--- config.mk ---
export PLATFORM = sky130hd
export DESIGN_NAME = multi_mode_ff_reg
export DESIGN_NICKNAME = d
export VERILOG_FILES = /design/src/rtl/multi_mode_ff_pkg.sv /design/src/rtl/ff_cell.sv /design/src/rtl/multi_mode_ff_reg.sv
export SDC_FILE = /design/constraint.sdc
export NUM_CORES = 1
export LEC_CHECK = 0
export BUFFER_PORTS_ARGS = -buffer_cell sky130_fd_sc_hd__buf_4
export CELL_PAD_IN_SITES_DETAIL_PLACEMENT = 1
export CELL_PAD_IN_SITES_GLOBAL_PLACEMENT = 2
export CORE_MARGIN = 2
export CORE_UTILIZATION = 30
export DETAILED_ROUTE_END_ITERATION = 10
export GPL_TIMING_DRIVEN = 0
export PLACE_DENSITY_LB_ADDON = 0.08
export SKIP_LAST_GASP = 1
export SLEW_MARGIN = 20
export SYNTH_ARGS = -nofsm -noshare
export SYNTH_HDL_FRONTEND = slang
export SYNTH_SLANG_ARGS = --single-unit
export TNS_END_PERCENT = 1
--- constraint.sdc ---
create_clock -name clk -period 3 [get_ports clk]
set_clock_uncertainty 0.2 [all_clocks]
set_input_delay 0.6 -clock clk [delete_from_list [all_inputs] [get_ports clk]]
set_output_delay 0.6 -clock clk [all_outputs]
set_load 0.03 [all_outputs]
--- src/rtl/multi_mode_ff_pkg.sv ---
// Shared mode encodings for the multi-mode flip-flop register.
package multi_mode_ff_pkg;

  localparam int MODE_W = 3;

  typedef enum logic [MODE_W-1:0] {
    MODE_SR  = 3'd0,
    MODE_JK  = 3'd1,
    MODE_D   = 3'd2,
    MODE_T   = 3'd3,
    MODE_CNT = 3'd4
  } mode_e;

endpackage

--- src/rtl/ff_cell.sv ---
// One channel of the multi-mode register: next-state and illegal-SR detect.
// CNT and reserved modes hold here; the top level owns the counter path.
module ff_cell
  import multi_mode_ff_pkg::*;
(
  input  logic              q,
  input  logic              a,
  input  logic              b,
  input  logic              preset,
  input  logic              clear,
  input  logic              en,
  input  logic [MODE_W-1:0] mode,
  output logic              q_next,
  output logic              err_set
);

  // Per-bit next state: clear beats preset, both beat enable and mode logic.
  // NOTE: every output gets a default first so no path leaves it unassigned (no latch).
  always_comb begin
    q_next  = q;
    err_set = 1'b0;
    if (clear) begin
      q_next = 1'b0;
    end else if (preset) begin
      q_next = 1'b1;
    end else if (en) begin
      case (mode)
        MODE_SR: begin
          case ({a, b})
            2'b01:   q_next = 1'b0;
            2'b10:   q_next = 1'b1;
            2'b11:   err_set = 1'b1;  // illegal: hold and flag
            default: q_next = q;
          endcase
        end
        MODE_JK: begin
          case ({a, b})
            2'b01:   q_next = 1'b0;
            2'b10:   q_next = 1'b1;
            2'b11:   q_next = ~q;
            default: q_next = q;
          endcase
        end
        MODE_D:  q_next = a;
        MODE_T:  q_next = q ^ a;
        default: q_next = q;  // CNT handled at the top, reserved modes hold
      endcase
    end
  end

endmodule

--- src/rtl/multi_mode_ff_reg.sv ---
// WIDTH-channel register with runtime-selectable SR/JK/D/T behaviour per bit,
// or a whole-word modulo-(CNT_MAX+1) up counter, plus per-channel preset/clear
// and a sticky illegal-SR error flag per channel.
module multi_mode_ff_reg
  import multi_mode_ff_pkg::*;
#(
  parameter int WIDTH   = 4,
  parameter int CNT_MAX = 9
) (
  input  logic              clk,
  input  logic              rst,
  input  logic              en,
  input  logic [MODE_W-1:0] mode,
  input  logic [WIDTH-1:0]  a,
  input  logic [WIDTH-1:0]  b,
  input  logic [WIDTH-1:0]  preset,
  input  logic [WIDTH-1:0]  clear,
  input  logic              err_clr,
  output logic [WIDTH-1:0]  q,
  output logic [WIDTH-1:0]  qbar,
  output logic [WIDTH-1:0]  err,
  output logic              tc
);

  localparam logic [WIDTH-1:0] CNT_TOP = CNT_MAX[WIDTH-1:0];

  logic [WIDTH-1:0] cell_next;
  logic [WIDTH-1:0] err_set;
  logic [WIDTH-1:0] cnt_next;
  logic [WIDTH-1:0] q_next;
  logic             cnt_mode;
  logic             cnt_step;

  for (genvar i = 0; i < WIDTH; i++) begin : g_cell
    ff_cell u_cell (
      .q       (q[i]),
      .a       (a[i]),
      .b       (b[i]),
      .preset  (preset[i]),
      .clear   (clear[i]),
      .en      (en),
      .mode    (mode),
      .q_next  (cell_next[i]),
      .err_set (err_set[i])
    );
  end

  assign cnt_mode = (mode == MODE_CNT);
  // Any preset/clear bit suppresses the increment; the cells then apply
  // (q|preset)&~clear since they hold in CNT mode.
  assign cnt_step = cnt_mode && en && !(|(preset | clear));

  // Counter next value: wrap at CNT_MAX, and out-of-range values (only
  // reachable via preset) also return to zero on the next count.
  always_comb begin
    cnt_next = q + WIDTH'(1);
    if (q >= CNT_TOP) cnt_next = '0;
  end

  // Select between the counter path and the per-bit cell path.
  always_comb begin
    q_next = cnt_step ? cnt_next : cell_next;
  end

  // State and sticky error registers; a new error set wins over err_clr.
  // NOTE: sequential state uses non-blocking assignments so every register samples pre-edge values.
  always_ff @(posedge clk) begin
    if (rst) begin
      q   <= '0;
      err <= '0;
    end else begin
      q   <= q_next;
      err <= (err & ~{WIDTH{err_clr}}) | err_set;
    end
  end

  assign qbar = ~q;
  assign tc   = cnt_mode && (q == CNT_TOP);

endmodule

Word-level counts from Yosys, hierarchy flattened
Index checks and enable logic that the tools add are counted.
{ "word_totals": {"register_bits": 8, "in_bits": 23, "output_inout_bits": 13} }
{ "op_classes": {"add_sub_neg": 1, "n_lt_le_gt_ge": 1, "n_eq_ne": 25, "n_mux": 46, "bitwise_logic": 13, "n_reduce_logical": 18} }
{ "op_table": {"columns": ["cell", "n"], "rows": [
  ["$mux W1", 32],
  ["$ne A7 B4 Y1 const B", 4],
  ["$reduce_bool A7 Y1", 4],
  ["$ne A6 B4 Y1 const B", 4],
  ["$eq A2 B2 Y1 const B", 8],
  ["$pmux W1 S4", 4],
  ["$reduce_and A4 Y1", 4],
  ["$reduce_bool A4 Y1", 4],
  ["$pmux W1 S3", 4],
  ["$eq A2 B1 Y1 const B", 4],
  ["$mux W4", 2],
  ["$not A4 Y4", 2],
  ["$or A4 B4 Y4", 2],
  ["$pmux W1 S2", 4],
  ["$eq A3 B2 Y1 const B", 2],
  ["$add A4 B1 Y4 const B", 1],
  ["$and A4 B4 Y4", 1],
  ["$eq A4 B4 Y1 const B", 1],
  ["$ge A4 B4 Y1 const B", 1],
  ["$not A1 Y1", 4],
  ["$reduce_or A4 Y1", 1],
  ["$xor A1 B1 Y1", 4],
  ["$eq A3 B1 Y1 const B", 1],
  ["$eq A3 B3 Y1 const B", 1],
  ["3 further kinds", 5]
]} }

Longest topological paths before layout
Gate-level depths: netlist of run 1.
{ "depth": {"word_depth": 7, "depth_mapped": 7} }

Cells and area by module
From an unflattened synthesis of run 1, not the netlist that was laid out.
{ "unflattened": {"hier_cells": 118, "area_unflattened_um2": 970.9} }
{ "modules_own_cells": {"columns": ["module", "n_inst", "cells_each", "area_each_um2", "seq_area_each_um2"], "rows": [
  ["ff_cell", 4, 17, 125.1, 0.0],
  ["multi_mode_ff_reg", 1, 50, 470.5, 160.2]
]} }

Worst setup path after synthesis of run 1
OpenSTA, ideal clock, no wires.
{ "synth_timing": {"kind": "input -> output", "startpoint": "input port mode[0]", "endpoint": "output port tc", "t_arrival_ps": 1388, "required_ps": 2200, "setup_slack_ps": 812, "path_stages": 3, "path_cell_list": "buf_2 -> nor3b_4 -> and4_1"} }
{ "synth_via": {"elab_chain_len": 2} }
{ "synth_lines": {"columns": ["element", "line", "source"], "rows": [
  ["from (decl)", "multi_mode_ff_reg.sv:13", "input logic [MODE_W-1:0] mode,"],
  ["$eq A3 B3 Y1", "multi_mode_ff_reg.sv:48", "assign cnt_mode = (mode == MODE_CNT);"],
  ["$logic_and A1 B1 Y1", "multi_mode_ff_reg.sv:78", "assign tc = cnt_mode && (q == CNT_TOP);"],
  ["to (decl)", "multi_mode_ff_reg.sv:22", "output logic tc"]
]} }
Every way passes these cells.

Worst setup path after layout of run 1
Ends and elaborated chain as after synthesis.

==> summary.txt, run 1 <==
CP endpoint kind: primary output
CP max stage cell: nor3b_4
clock slew at reported path FFs: 0.05 ns
Area contributors post-synth: ha_1, dfxtp_1, nor2_1, inv_1, nor4_4
Post-synth EDFFs: 0
min Tclk post-route: 2.38 ns
GR Overflow Total: 0
worst-path cell chain: buf_4 -> buf_2 -> nor3b_4 -> and4_1 -> buf_4
Worst EP arrival: 1.58 ns
vias per cell: 5.22
Max Cap Viol: 0
TritonCTS clock tree: yes
cell area after synthesis: 1100 sq um
Core Box Area: 3610 sq um
Overall Power: 0.422 mW
largest net degree at the start of global routing: 11
Slew headroom: 57.5%
RePlAce Congestion: 0.785
chip width: 64.6 um
busiest grt layer: met2
area of the multi-input gates: 837 sq um
commonest cells after routing, fill and taps aside: buf_4, nor2_1, ha_1, inv_1, dfxtp_1
Resized cells post-CTS: 0
Reg2Reg Setup Slack: 0.94 ns
Final Hold Fails: 0
highest clock rate: 421 MHz
crit path kind: in2out
post-DP HPWL: 2950 um
Area Overhead vs Synth: 32.3%
Crit path largest cell delay: 0.30 ns
Distinct cells, synth: 44
status: finished clean
post-synth top area share: 17.0%
GRT Overall Usage: 19.2%
Final ANT Viol Nets: 0
worst min path class: reg2reg
Fill cells: 461
Power per Cell Area: 289 nW/um^2
CTS Buffer Depth: 2
final-report setup violation count: 0
Pins Over Slew Limit: 0
Tcrit/Tclk final: 79.2%
hold_buf cts: 0
Worst-Margin Slew: 0.629 ns
Final nets: 215
post-synthesis sequential area ratio: 14.5%
WP data required: 2.20 ns
met3 GRT Util: 2.78%
commonest non-fill, non-tap cell in the layout: buf_4
Avg Cell Area, Syn: 7.99 sq um
worst-path maximum fanout: 10
Static Leak: 0.673 nW
area leader, netlist: ha_1
CTS sink cnt: 8
RSZ-0062 raised after global routing: no
Ant. Diodes: 0
Worst setup SP type: primary input
Setup Buffers After CTS: 0
Ys Warns: 0
via count: 1165
post-synthesis net count: 176
input/output buffers: 34
Root Buffer Master: clkbuf_8
die area: 4180 sq um
vias in the first global route: 1186
Most common cell on crit path: buf_4
Num CTS Buffers: 3
DRC violations left: 0
DRT iter0 DRCs: 34
htree depth: 1
WL/cell: 16.1 um
routing usage on met1: 25.8%
Clk Latency, worst-skew pair: 0.23 ns
Routed WL: 3590 um
antenna violations before repair: 0
register area: 160 sq um
Detailed Routing Iterations Pass 1: 4
met2 GRT Util: 32.3%
Post-synth ARST share: 0%
#FFs+latches synth: 8
final setup TNS: 0 ns
FP Rows: 22
number of top-level pins: 36
Cells after Synth: 138
starting density of the core: 30.6%
Post-synth top flop: dfxtp_1
VDD IR max: 0.125 mV
layout cells sized above 1: 28.0%
Die Y: 64.6 um
first-pass GRT wire length: 6180 um
-- cell usage after synthesis (all sizes together), types with 2 or more instances --
master and count:
a211o 2, nand2 7, nor3 4, a32oi 4, a211oi 2, clkbuf 2
nand3 2, dfxtp 8, ha 15, a21boi 2, and4 2, a311oi 2
nor2b 2, and3b 2, nor4bb 4, nand2b 5, a21oi 3, o21ai 5
nor4 8, inv 14, buf 7, a31oi 2, nor3b 2, nor2 16
-- registers in the layout, summed over array words and instances, names as in the netlist --
| name | flops |
|---|---|
| err | 4 |
| q | 4 |
-- layout make-up --
cell class	count	area share (%)
Clock buffer	3	2.83
Timing Repair Buffer	34	17.5
Inverter	14	3.60
Sequential cell	8	11.0
Tap cell	48	4.12
Multi-Input combinational cell	107	57.4
Buffer	9	3.60
-- worst max-delay path: cells and delay by family --
kind | cells | cell delay (ns)
buf+inv | 3 | 0.46
simple gates | 2 | 0.52
-- per-stage QoR --
step / setup WS [ns] / util (%) / hold slack, ns / cells / instance area, sq um
finish: 0.623 / 40.5 / 0.294 / 223 / 1460
global placement: 0.556 / 39.3 / 0.272 / 220 / 1420
floorplan: 0.812 / - / 0.317 / 138 / 1100
global route: 0.588 / 40.5 / 0.338 / 223 / 1460
CTS: 0.620 / 40.5 / 0.299 / 223 / 1460
detailed placement: 0.571 / 39.3 / 0.283 / 220 / 1420
-- worst paths after layout --
kind         startpoint     end  cells after the start
max reg2reg        q[1]    q[0]                      7
min reg2reg      err[3]  err[3]                      2
max             mode[0]      tc                      5
min              err[3]  err[3]                      2
-- metal layers --
metal	share of wire [%]	vias up
li1	-	587
met1	47	544
met2	48	32
met3	3.8	2
met4	0.47	0
met5	0	-
-- cells by family (layout without fill, tap and decap cells) --
logic type,count (synthesis),in the layout,share of synthesized area [%]
and+or+nand+nor,58,58,35.0
AOI/OAI and AO/OA,32,32,22.2
adders and majority gates,15,15,17.0
DFF,8,8,14.5
buffers and inverters,23,60,9.53
xor gates and xnor gates,1,1,0.795
muxes,1,1,0.908
-- power by group --
part	switching (mW)	total (mW)	internal, mW
clock network	0.0551	0.143	0.0882
logic	0.0901	0.160	0.0699
registers	0.00831	0.119	0.111
(Power assumes the default switching activity.)
==> run 2: changes to the inputs <==
--- a/config.mk
+++ b/config.mk
@@ -9,7 +9,7 @@
 export CELL_PAD_IN_SITES_DETAIL_PLACEMENT = 1
 export CELL_PAD_IN_SITES_GLOBAL_PLACEMENT = 2
 export CORE_MARGIN = 2
-export CORE_UTILIZATION = 30
+export CORE_UTILIZATION = 28
 export DETAILED_ROUTE_END_ITERATION = 10
 export GPL_TIMING_DRIVEN = 0
 export PLACE_DENSITY_LB_ADDON = 0.08
==> constraint.sdc (replaced) <==
create_clock -name clk -period 2.4 [get_ports clk]
set_clock_uncertainty 0.2 [all_clocks]
set_input_delay 0.48 -clock clk [delete_from_list [all_inputs] [get_ports clk]]
set_output_delay 0.48 -clock clk [all_outputs]
set_load 0.03 [all_outputs]
==> run 2 against run 1 <==
Net effect:
- die area grew 6.7%
- sequential share of layout area is the same
- via count grew 0.52%
- total power grew 25%
- non-clock buffer count is the same
- core utilization shrank 1.2 points
- critical path type unchanged
- critical endpoint unchanged
==> summary.txt, run 2 (synthesized netlist as in run 1, its figures left out) <==
status: finished clean (unchanged)
Tcrit/Tclk final: 88.3%
hold_buf cts: 0 (unchanged)
commonest non-fill, non-tap cell in the layout: buf_4 (unchanged)
GRT Overall Usage: 17.7% (was 19.2%)
crit path kind: in2out (unchanged)
CP endpoint kind: primary output (unchanged)
highest clock rate: 472 MHz
Ant. Diodes: 0 (unchanged)
FP Rows: 22 (unchanged)
Max Cap Viol: 0 (unchanged)
GR Overflow Total: 0 (unchanged)
chip width: 66.7 um (was 64.6 um)
worst-path maximum fanout: 10 (unchanged)
VDD IR max: 0.212 mV (was 0.125 mV)
Slew headroom: 52.3% (was 57.5%)
post-DP HPWL: 2910 um (was 2950 um)
Final ANT Viol Nets: 0 (unchanged)
number of top-level pins: 36 (unchanged)
Final Hold Fails: 0 (unchanged)
layout cells sized above 1: 28.0% (unchanged)
TritonCTS clock tree: yes (unchanged)
min Tclk post-route: 2.12 ns
Die Y: 66.7 um (was 64.6 um)
Resized cells post-CTS: 0 (unchanged)
Worst-Margin Slew: 0.705 ns (was 0.629 ns)
Pins Over Slew Limit: 0 (unchanged)
largest net degree at the start of global routing: 11 (unchanged)
Placed Cells: 220 (unchanged)
Root Buffer Master: clkbuf_8 (unchanged)
Power per Cell Area: 361 nW/um^2 (was 289 nW/um^2)
Worst setup SP type: primary input (unchanged)
vias in the first global route: 1234 (was 1186)
reg2reg path depth: 7 (unchanged)
Clk Latency, worst-skew pair: 0.24 ns (was 0.23 ns)
Core Box Area: 3720 sq um (was 3610 sq um)
DRT iter0 DRCs: 30 (was 34)
Worst EP arrival: 1.44 ns (was 1.58 ns)
final-report setup violation count: 0 (unchanged)
CTS Buffer Depth: 2 (unchanged)
WHS Path Cells: 2 (unchanged)
vias per cell: 5.25 (was 5.22)
first-pass GRT wire length: 5970 um (was 6180 um)
Setup Buffers After CTS: 0 (unchanged)
starting density of the core: 29.7% (was 30.6%)
worst min path class: reg2reg (unchanged)
input/output buffers: 34 (unchanged)
Static Leak: 0.673 nW (unchanged)
Detailed Routing Iterations Pass 1: 4 (unchanged)
Num CTS Buffers: 3 (unchanged)
Fill cells: 469 (was 461)
via count: 1171 (was 1165)
commonest cells after routing, fill and taps aside: buf_4, nor2_1, ha_1, inv_1, dfxtp_1 (unchanged)
DRC violations left: 0 (unchanged)
clock slew at reported path FFs: 0.04 ns (was 0.05 ns)
Routed WL: 3520 um (was 3590 um)
Area Overhead vs Synth: 32.3% (unchanged)
RSZ-0062 raised after global routing: no (unchanged)
htree depth: 1 (unchanged)
WP data required: 1.72 ns (was 2.20 ns)
die area: 4450 sq um (was 4180 sq um)
WL/cell: 15.8 um (was 16.1 um)
Top Registers: err: 4 flops, q: 4 flops (unchanged)
antenna violations before repair: 0 (unchanged)
Non-Filler Instances: 223 (unchanged)
Final nets: 215 (unchanged)
final setup TNS: 0 ns (unchanged)
RePlAce Congestion: 0.784 (was 0.785)
CTS sink cnt: 8 (unchanged)
## run 2: cell counts in the layout (fill, tap and decap cells not counted)
No cell type changed its count.
## run 2: cell type report
| type | instances | area (sq um) | share of cell area (%) |
|---|---|---|---|
| multi-input cells | 107 | 837 | 57.4 |
| repair buffers | 34 | 255 | 17.5 |
| flip-flops and latches | 8 | 160 | 11.0 |
| well taps | 48 | 60.1 | 4.12 |
| plain buffers | 9 | 52.6 | 3.60 |
| inverters | 14 | 52.6 | 3.60 |
| clock buffers | 3 | 41.3 | 2.83 |
## run 2: worst paths after layout
check	from	to	slack (ns)
max	mode[0]	tc	0.28
min reg2reg	err[2]	err[2]	0.29
max reg2reg	q[1]	q[1]	0.34
min	err[2]	err[2]	0.29
## run 2: critical path, cell delays in order
cell     delay, ns
buf_4         0.11
buf_2         0.18
nor3b_4       0.29
and4_1        0.22
buf_4         0.15
## run 2: per-stage QoR
step | hold WS [ns] | power, mW | setup slack [ns] | utilization, % | area [sq um]
after global placement | 0.272 | 0.347 | 0.138 | 38.1 | 1420
final | 0.289 | 0.526 | 0.281 | 39.3 | 1460
after CTS | 0.295 | 0.531 | 0.272 | 39.3 | 1460
after floorplan | 0.317 | 0.262 | 0.452 | - | 1100
after global routing | 0.330 | 0.557 | 0.0998 | 39.3 | 1460
after detailed placement | 0.282 | 0.353 | 0.108 | 38.1 | 1420
## run 2: power by group
group / internal (mW) / leakage, nW / switching (mW)
registers: 0.138 / 0.0652 / 0.0103
logic: 0.0876 / 0.586 / 0.113
clock network: 0.110 / 0.0216 / 0.0670
## run 2: per-layer routing
metal | vias to the layer above | wire length (um) | GRT usage (%)
met4 | 0 | 7 | 1.53
met1 | 552 | 1660 | 23.4
li1 | 586 | - | -
met5 | - | 0 | 0
met2 | 31 | 1680 | 30.5
met3 | 2 | 169 | 3.89
==> run 3: changes to the inputs <==
--- a/config.mk
+++ b/config.mk
@@ -8,7 +8,7 @@
 export BUFFER_PORTS_ARGS = -buffer_cell sky130_fd_sc_hd__buf_4
 export CELL_PAD_IN_SITES_DETAIL_PLACEMENT = 1
 export CELL_PAD_IN_SITES_GLOBAL_PLACEMENT = 2
-export CORE_MARGIN = 2
+export CORE_MARGIN = 1.5
 export CORE_UTILIZATION = 28
 export DETAILED_ROUTE_END_ITERATION = 10
 export GPL_TIMING_DRIVEN = 0
==> run 3 against run 2 <==
Net effect:
- cell area stayed put
- wire length is 1.6% lower
- sequential share of layout area stayed put
- critical path type unchanged
==> summary.txt, run 3 (synthesized netlist as in run 1, its figures left out) <==
Area Overhead vs Synth: 32.3% (unchanged)
Worst EP arrival: 1.45 ns (was 1.44 ns)
reg2reg end: q[0] (was q[1])
DRC violations left: 0 (unchanged)
die area: 4320 sq um (was 4450 sq um)
vias in the first global route: 1227 (was 1234)
worst min path class: reg2reg (unchanged)
RSZ-0062 raised after global routing: no (unchanged)
Final Hold Fails: 0 (unchanged)
Top Registers: err: 4 flops, q: 4 flops (unchanged)
RePlAce Congestion: 0.760 (was 0.784)
VDD IR max: 0.246 mV (was 0.212 mV)
min Tclk post-route: 2.13 ns (was 2.12 ns)
Max Cap Viol: 0 (unchanged)
reg2reg path depth: 7 (unchanged)
Min-Delay Endpoint: err[0] (was err[2])
final-report setup violation count: 0 (unchanged)
antenna violations before repair: 0 (unchanged)
FP Rows: 22 (unchanged)
Static Leak: 0.673 nW (unchanged)
vias per cell: 5.25 (unchanged)
input/output buffers: 34 (unchanged)
clock slew at reported path FFs: 0.04 ns (about the same)
Num CTS Buffers: 3 (unchanged)
WL/cell: 15.5 um (was 15.8 um)
Detailed Routing Iterations Pass 1: 4 (unchanged)
CTS Buffer Depth: 2 (unchanged)
GRT Overall Usage: 17.9% (was 17.7%)
starting density of the core: 29.7% (unchanged)
Final Cell Area: 1460 sq um (unchanged)
crit path kind: in2out (unchanged)
Tcrit/Tclk final: 88.9% (was 88.3%)
highest clock rate: 468 MHz (was 472 MHz)
hold_buf cts: 0 (unchanged)
dpl cell area: 1420 sq um (unchanged)
Final nets: 215 (unchanged)
Resized cells post-CTS: 0 (unchanged)
Die Y: 65.7 um (was 66.7 um)
first-pass GRT wire length: 5870 um (was 5970 um)
Slew headroom: 50.2% (was 52.3%)
post-DP HPWL: 2860 um (was 2910 um)
Ant. Diodes: 0 (unchanged)
chip width: 65.7 um (was 66.7 um)
final setup TNS: 0 ns (unchanged)
Reg2Reg Setup Slack: 0.32 ns (was 0.34 ns)
DRT iter0 DRCs: 14 (was 30)
TritonCTS clock tree: yes (unchanged)
WP data required: 1.72 ns (about the same)
CP endpoint kind: primary output (unchanged)
GR Overflow Total: 0 (unchanged)
FF-to-FF Start: q[1] (unchanged)
Setup Buffers After CTS: 0 (unchanged)
Clk Latency, worst-skew pair: 0.24 ns (about the same)
commonest cells after routing, fill and taps aside: buf_4, nor2_1, ha_1, inv_1, dfxtp_1 (unchanged)
status: finished clean (unchanged)
Pins Over Slew Limit: 0 (unchanged)
Core Box Area: 3720 sq um (unchanged)
commonest non-fill, non-tap cell in the layout: buf_4 (unchanged)
via count: 1171 (unchanged)
Routed WL: 3460 um (was 3520 um)
largest net degree at the start of global routing: 11 (unchanged)
htree depth: 1 (unchanged)
Power per Cell Area: 357 nW/um^2 (was 361 nW/um^2)
Worst setup SP type: primary input (unchanged)
HP Start: err[0] (was err[2])
Root Buffer Master: clkbuf_8 (unchanged)
WHS Path Cells: 2 (unchanged)
Worst-Margin Slew: 0.737 ns (was 0.705 ns)
layout cells sized above 1: 28.0% (unchanged)
number of top-level pins: 36 (unchanged)
CTS sink cnt: 8 (unchanged)
Final Util: 39.3% (unchanged)
worst-path maximum fanout: 10 (unchanged)
Final ANT Viol Nets: 0 (unchanged)
[run 3: metrics by stage]
step,hold slack [ns],worst slack (ns),cells,power [mW]
2_1_floorplan,0.317,0.452,138,0.262
3_3_place_gp,0.273,0.138,220,0.347
3_5_place_dp,0.282,0.117,220,0.353
4_1_cts,0.295,0.267,223,0.532
5_1_grt,0.323,0.113,223,0.556
6_report,0.289,0.265,223,0.521
[run 3: cell type report]
cell class / count / area, sq um
fillers: 471 / 2260
multi-input cells: 107 / 837
repair buffers: 34 / 255
flip-flops and latches: 8 / 160
well taps: 48 / 60.1
plain buffers: 9 / 52.6
inverters: 14 / 52.6
clock buffers: 3 / 41.3
[run 3: critical path, cell delays in order]
cell and delay, ns:
buf_4 0.11, buf_2 0.18, nor3b_4 0.30, and4_1 0.22
buf_4 0.15
[run 3: per-layer routing]
metal	wire length, um	GRT usage [%]	share of wire (%)
met5	0	0	0
met2	1660	31.1	48
met3	187	4.62	5.4
met4	14	3.13	0.40
met1	1600	22.3	46
[run 3: how the worst max path moves through the flow]
stage / cells after the start / slack (ns) / from / endpoint
floorplan: 3 / 0.45 / mode[0] / tc
global placement: 6 / 0.14 / mode[0] / err[0]
detailed placement: 6 / 0.12 / mode[0] / err[3]
CTS: 5 / 0.27 / mode[0] / tc
global route: 6 / 0.11 / mode[0] / err[3]
finish: 5 / 0.27 / mode[0] / tc
[run 3: power by group]
part	internal, mW	switching, mW
clock	0.109	0.0621
combinational	0.0878	0.112
sequential	0.139	0.0103
